[config.mk]
export PLATFORM = sky130hd
export DESIGN_NAME = router_pkt_reg
export DESIGN_NICKNAME = d
export VERILOG_FILES = /design/src/rtl/router_pkg.sv /design/src/rtl/router_pkt_parity.sv /design/src/rtl/router_pkt_reg.sv
export SDC_FILE = /design/constraint.sdc
export NUM_CORES = 1
export LEC_CHECK = 0
export BUFFER_PORTS_ARGS = -buffer_cell sky130_fd_sc_hd__buf_2
export CORE_MARGIN = 3
export CORE_UTILIZATION = 50
export DETAILED_ROUTE_END_ITERATION = 16
export PLACE_DENSITY = 0.76
export REMOVE_ABC_BUFFERS = 1
export SLEW_MARGIN = 5
export SYNTH_ARGS = -nofsm -noshare
export SYNTH_HDL_FRONTEND = slang
export SYNTH_SLANG_ARGS = --single-unit
[constraint.sdc]
create_clock -name clock -period 1.5 [get_ports clock]
set_input_delay 0.075 -clock clock [delete_from_list [all_inputs] [get_ports clock]]
set_output_delay 0.075 -clock clock [all_outputs]
set_load 0.02 [all_outputs]
[src/rtl/router_pkg.sv]
// Shared defaults and header field positions for the router packet datapath.
package router_pkg;

  localparam int DATA_W_DEF   = 8;
  localparam int ADDR_W_DEF   = 2;
  localparam int HDR_ADDR_LSB = 0;

endpackage

[src/rtl/router_pkt_parity.sv]
// Running parity accumulator: seeded with the header, folded with each payload,
// compared against the received parity byte to produce a sticky err flag.
module router_pkt_parity
  import router_pkg::*;
#(
  parameter int DATA_W  = DATA_W_DEF,
  parameter bit ODD_PAR = 1'b0
) (
  input  logic              clock,
  input  logic              reset,
  input  logic              seed,
  input  logic [DATA_W-1:0] seed_val,
  input  logic              fold,
  input  logic [DATA_W-1:0] fold_val,
  input  logic              clear,
  input  logic              check,
  input  logic [DATA_W-1:0] pkt_parity,
  output logic [DATA_W-1:0] int_parity,
  output logic              err
);

  function automatic logic [DATA_W-1:0] expected_parity(input logic [DATA_W-1:0] acc);
    if (ODD_PAR) begin
      return ~acc;
    end else begin
      return acc;
    end
  endfunction

  logic mismatch;

  // compare received parity against the accumulated value
  always_comb begin
    mismatch = (pkt_parity != expected_parity(int_parity));
  end

  // accumulator and sticky error flag; a new header clear wins over a check
  always_ff @(posedge clock) begin
    if (reset) begin
      int_parity <= {DATA_W{1'b0}};
      err        <= 1'b0;
    end else begin
      if (seed) begin
        int_parity <= seed_val;
      end else if (fold) begin
        int_parity <= int_parity ^ fold_val;
      end
      if (clear) begin
        err <= 1'b0;
      end else if (check) begin
        err <= mismatch;
      end
    end
  end

endmodule

[src/rtl/router_pkt_reg.sv]
// Router packet register: header/hold capture, output byte, parity and length
// checking. Optional error counter enabled by ROUTER_PKT_REG_ERR_CNT_EN.
module router_pkt_reg
  import router_pkg::*;
#(
  parameter int DATA_W  = DATA_W_DEF,
  parameter int ADDR_W  = ADDR_W_DEF,
  parameter bit ODD_PAR = 1'b0
) (
  input  logic              clock,
  input  logic              reset,
  input  logic              pkt_valid,
  input  logic [DATA_W-1:0] data_in,
  input  logic              fifo_full,
  input  logic              detect_add,
  input  logic              lfd_state,
  input  logic              ld_state,
  input  logic              laf_state,
  input  logic              full_state,
  input  logic              rst_int_reg,
  output logic [DATA_W-1:0] dout,
  output logic              parity_done,
  output logic              low_pkt_valid,
  output logic              err,
  output logic              len_err,
  output logic [15:0]       err_cnt
);

  localparam int LEN_W = DATA_W - ADDR_W;
  localparam logic [LEN_W-1:0] CNT_ONE = {{(LEN_W-1){1'b0}}, 1'b1};
  localparam logic [LEN_W-1:0] CNT_MAX = {LEN_W{1'b1}};

  logic [DATA_W-1:0] header_reg;
  logic [DATA_W-1:0] hold_reg;
  logic [DATA_W-1:0] pkt_parity;
  logic [DATA_W-1:0] int_parity;
  logic [DATA_W-1:0] fold_val;
  logic [LEN_W-1:0]  payload_cnt;
  logic              hold_valid;
  logic              parity_done_d;
  logic              new_hdr, seed, fold_in, fold_hold, fold, hold_cap, par_cap, check, len_bad;

  // decode the one-hot state inputs into datapath enables
  always_comb begin
    new_hdr   = detect_add && pkt_valid &&
                (data_in[HDR_ADDR_LSB +: ADDR_W] != {ADDR_W{1'b1}});
    seed      = lfd_state && !full_state;
    fold_in   = ld_state && !full_state && !fifo_full && pkt_valid;
    fold_hold = laf_state && !full_state && hold_valid;
    fold      = fold_in || fold_hold;
    hold_cap  = ld_state && fifo_full && pkt_valid;
    par_cap   = ld_state && !full_state && !pkt_valid && !parity_done && !low_pkt_valid;
    check     = parity_done && !parity_done_d && !detect_add && !full_state;
    len_bad   = (payload_cnt != header_reg[DATA_W-1:ADDR_W]);
    if (fold_hold) begin
      fold_val = hold_reg;
    end else begin
      fold_val = data_in;
    end
  end

  // header/hold capture, output byte and payload count
  always_ff @(posedge clock) begin
    if (reset) begin
      header_reg  <= {DATA_W{1'b0}};
      hold_reg    <= {DATA_W{1'b0}};
      hold_valid  <= 1'b0;
      dout        <= {DATA_W{1'b0}};
      payload_cnt <= {LEN_W{1'b0}};
    end else if (!full_state) begin
      if (new_hdr) begin
        header_reg <= data_in;
      end
      // hold_valid makes the laf fold happen once, and never for a deferred parity beat
      if (hold_cap) begin
        hold_reg   <= data_in;
        hold_valid <= 1'b1;
      end else if (fold_hold || detect_add) begin
        hold_valid <= 1'b0;
      end
      if (seed) begin
        dout        <= header_reg;
        payload_cnt <= {LEN_W{1'b0}};
      end else if (fold) begin
        dout <= fold_val;
        if (payload_cnt != CNT_MAX) begin
          payload_cnt <= payload_cnt + CNT_ONE;
        end
      end
    end
  end

  // parity beat capture and end-of-packet status flags
  always_ff @(posedge clock) begin
    if (reset) begin
      pkt_parity    <= {DATA_W{1'b0}};
      parity_done   <= 1'b0;
      parity_done_d <= 1'b0;
      low_pkt_valid <= 1'b0;
      len_err       <= 1'b0;
    end else if (!full_state) begin
      parity_done_d <= parity_done;
      if (par_cap) begin
        pkt_parity <= data_in;
      end
      if (detect_add) begin
        parity_done <= 1'b0;
      end else if (par_cap && !fifo_full) begin
        parity_done <= 1'b1;
      end else if (laf_state && low_pkt_valid && !parity_done) begin
        parity_done <= 1'b1;
      end
      if (rst_int_reg) begin
        low_pkt_valid <= 1'b0;
      end else if (par_cap && fifo_full) begin
        low_pkt_valid <= 1'b1;
      end
      if (detect_add) begin
        len_err <= 1'b0;
      end else if (check) begin
        len_err <= len_bad;
      end
    end
  end

  router_pkt_parity #(
    .DATA_W  (DATA_W),
    .ODD_PAR (ODD_PAR)
  ) u_parity (
    .clock      (clock),
    .reset      (reset),
    .seed       (seed),
    .seed_val   (header_reg),
    .fold       (fold),
    .fold_val   (fold_val),
    .clear      (detect_add),
    .check      (check),
    .pkt_parity (pkt_parity),
    .int_parity (int_parity),
    .err        (err)
  );

`ifdef ROUTER_PKT_REG_ERR_CNT_EN
  logic any_err_d;

  // count each packet whose err or len_err goes high, saturating
  always_ff @(posedge clock) begin
    if (reset) begin
      err_cnt   <= 16'h0000;
      any_err_d <= 1'b0;
    end else if (!full_state) begin
      any_err_d <= err || len_err;
      if ((err || len_err) && !any_err_d && (err_cnt != 16'hFFFF)) begin
        err_cnt <= err_cnt + 16'h0001;
      end
    end
  end
`else
  assign err_cnt = 16'h0000;
`endif

endmodule

==> flow_metrics.tcl <==
set metrics [dict create \
    status "completed" \
    synth_area_sq_mm 0.00256 \
    start_kind "flip-flop" \
    reg2reg_depth 6 \
    reg2reg_slack_ns 0.04 \
    core-area_sq_mm 0.00485 \
    grt_pass1_wl_um 9380 \
    ant_nets 0 \
    multi_input_area_sq_mm 0.00136 \
    area_growth_syn_to_layout_pct 12.8 \
    fillers 446 \
    worstMarginPinSlew_ns 0.588 \
    cts.clk_slew.worst_paths_ns 0.09 \
    wirelength_um 5740 \
    vias 2104 \
    synth_edf_count 0 \
    regToRegStartpoint "payload_cnt[0]$_SDFFE_PP0P_" \
    setup_viol 0 \
    grt_pass1_vias 1986 \
    drive_gt1_share_pct 19.9 \
    grt_max_degree 17 \
    yosysSeqAreaShare_pct 40.6 \
    routabilityCongestion 0.835 \
    final.setup_skew_ns 0.00473 \
    arrival_ns 1.67 \
    synth_warnings 0 \
    setup.worst_path.end_class "flip-flop" \
    hold_violations 0 \
    cts_tree "yes" \
    dieArea_sq_mm 0.00602 \
    leakagePower_uw 0.00123 \
    holdWs_ns 0.0375 \
    grt_antenna_before_repair 0 \
    cts-buffers-inserted 5 \
    avgSynthCellArea_sq_um 9.02 \
    synth_flop_cell "dfxtp_1" \
    crit_fanout 6 \
    relSlewSlack_pct 60.6 \
    hold_path.class "primary input to flip-flop" \
    vias_per_cell 5.42 \
    regArea_sq_mm 0.00104 \
    utilization_pct 59.6 \
    drcViolationCount 0 \
    fin_setup_tns_ns 0 \
    antenna_cells 0 \
    cts_setup_buffers 0 \
    ys_ff_latch 52 \
    maxSlewViolCount 0 \
    h-tree-depth 2 \
    worstPathRequired_ns 1.71 \
    io_pins 46 \
    period_share_pct 97.2 \
    cts_buffer_depth 2 \
    clockRootBuffer "clkbuf_8" \
    dp_hpwl_um 4090 \
    min_from "data_in[7]" \
    port-buffer-count 29 \
    drv_cap 0 \
    die_h_um 77.6 \
    drtIter0Drc 158 \
    clock-sinks 52 \
    wl_per_cell_um 14.8 \
    yosysUniqueCellTypes 43 \
    fmax_mhz 686 \
    ir_worst_vdd_uv 528 \
    start_util_pct 52.8 \
    hold_depth 3 \
    postSynthCellCount 284 \
    std_cell_rows 25 \
    drt_pre_antenna_iters 7 \
    async_reset_ff_share_pct 0 \
    fp.dieW_um 77.6 \
    holdPathEnd "hold_reg[7]$_SDFFE_PP0P_" \
    path_class "flip-flop to flip-flop" \
    timing.rr.end "payload_cnt[1]$_SDFFE_PP0P_" \
    layout.nets 339 \
    insertion_delay_ns 0.31 \
    powerDensity_mw_per_mm2 905 \
    grt_remaining_overflow 0 \
    finalCriticalPeriod_ns 1.46 \
    track_usage_pct 19.7 \
]
==> cell usage after synthesis (all sizes together), types with 2 or more instances <==
master	count	area share, %
dfxtp	52	41
nand2	36	5.3
buf	25	7.5
nor2	25	3.7
a21oi	21	4.1
xor2	21	7.2
mux2i	18	7.0
xnor2	10	3.4
o22ai	9	2.2
a222oi	8	3.1
a22oi	8	2.3
clkbuf	8	1.2
nand3	6	1.2
nor2b	4	1.3
nor4	3	0.73
o21ai	3	0.59
a211oi	2	0.78
a311oi	2	0.68
inv	2	0.29
nand4	2	0.49
nor3	2	0.59
nor3b	2	1.0
or2	2	0.49
or3	2	0.49
==> logic make-up after synthesis <==
family	synth area share (%)
AND/OR/NAND/NOR	17.2
AO/OA/AOI/OAI	14.9
flip-flops	40.6
buffers and inverters	8.94
XOR/XNOR	10.6
multiplexers	7.03
adder cells (fa/ha/maj)	0.488
other	0.146
==> how the worst max path moves through the flow <==
stage	start	end
after detailed placement	lfd_state	dout[6]$_SDFFE_PP0P_
after global placement	full_state	dout[6]$_SDFFE_PP0P_
after floorplan	parity_done$_SDFFE_PP0P_	pkt_parity[0]$_SDFFE_PP0P_
after global routing	payload_cnt[0]$_SDFFE_PP0P_	payload_cnt[0]$_SDFFE_PP0P_
final	payload_cnt[0]$_SDFFE_PP0P_	payload_cnt[1]$_SDFFE_PP0P_
after CTS	hold_valid$_SDFFE_PP0P_	dout[1]$_SDFFE_PP0P_
==> power by group <==
| group | switching [uW] | internal (uW) |
|---|---|---|
| Sequential | 30.0 | 1410 |
| Clock | 480 | 378 |
| Combinational | 195 | 117 |
| Total | 705 | 1910 |
==> cells in the final DEF, fill, tap and decap left out, types with 2 or more instances in the layout <==
cell type,count
nand2_1,36
nor4_2,2
buf_2,29
mux2i_1,18
a222oi_1,8
o22ai_1,9
nor2b_1,2
a22oi_1,8
nor2_1,25
buf_4,16
nand4_1,2
or3_1,2
o21ai_0,3
nand3_1,6
inv_1,2
conb_1,16
dfxtp_1,52
a21oi_1,21
xnor2_1,10
xor2_1,21
a311oi_1,2
clkbuf_8,6
==> critical path, stage by stage (launching register included) <==
cell,delay (ns)
dfxtp_1,0.35
ha_1,0.28
nand2_1,0.09
o22ai_1,0.23
buf_4,0.18
mux2i_1,0.17
nor2_1,0.05
==> layer usage <==
metal  vias up  part of all wire, %  wire length (um)  GRT usage [%]
li1       1032                    -                 -              -
met1      1003                   45              2590           25.4
met2        61                   48              2770           32.3
met3         8                  5.5               316           4.76
met4         0                  1.1                63           6.41
met5         -                    0                 0              0
==> stage by stage <==
step                      area (sq um)  cells  setup WS [ns]  total power [uW]
after floorplan                   2400    266         -0.648              1640
after global placement            2770    379         -0.155              1770
after detailed placement          2770    379         -0.185              1780
after CTS                         2880    388         0.0433              2630
after global routing              2890    388        -0.0258              2710
final                             2890    388         0.0419              2610
==> cell type report <==
class	count	area share [%]
Inverter	2	0.260
Timing Repair Buffer	47	10.2
Tap cell	67	2.90
Clock buffer	6	2.86
Sequential cell	52	36.0
Clock inverter	2	0.477
Multi-Input combinational cell	212	47.2
==> timing repair <==
action / in CTS / in global routing
hold buffers: 1 / 0
gates resized for setup: 0 / 3
endpoints found under the hold margin: 1 / 0
endpoints found under the setup margin: 0 / 9
(Power assumes the default switching activity.)
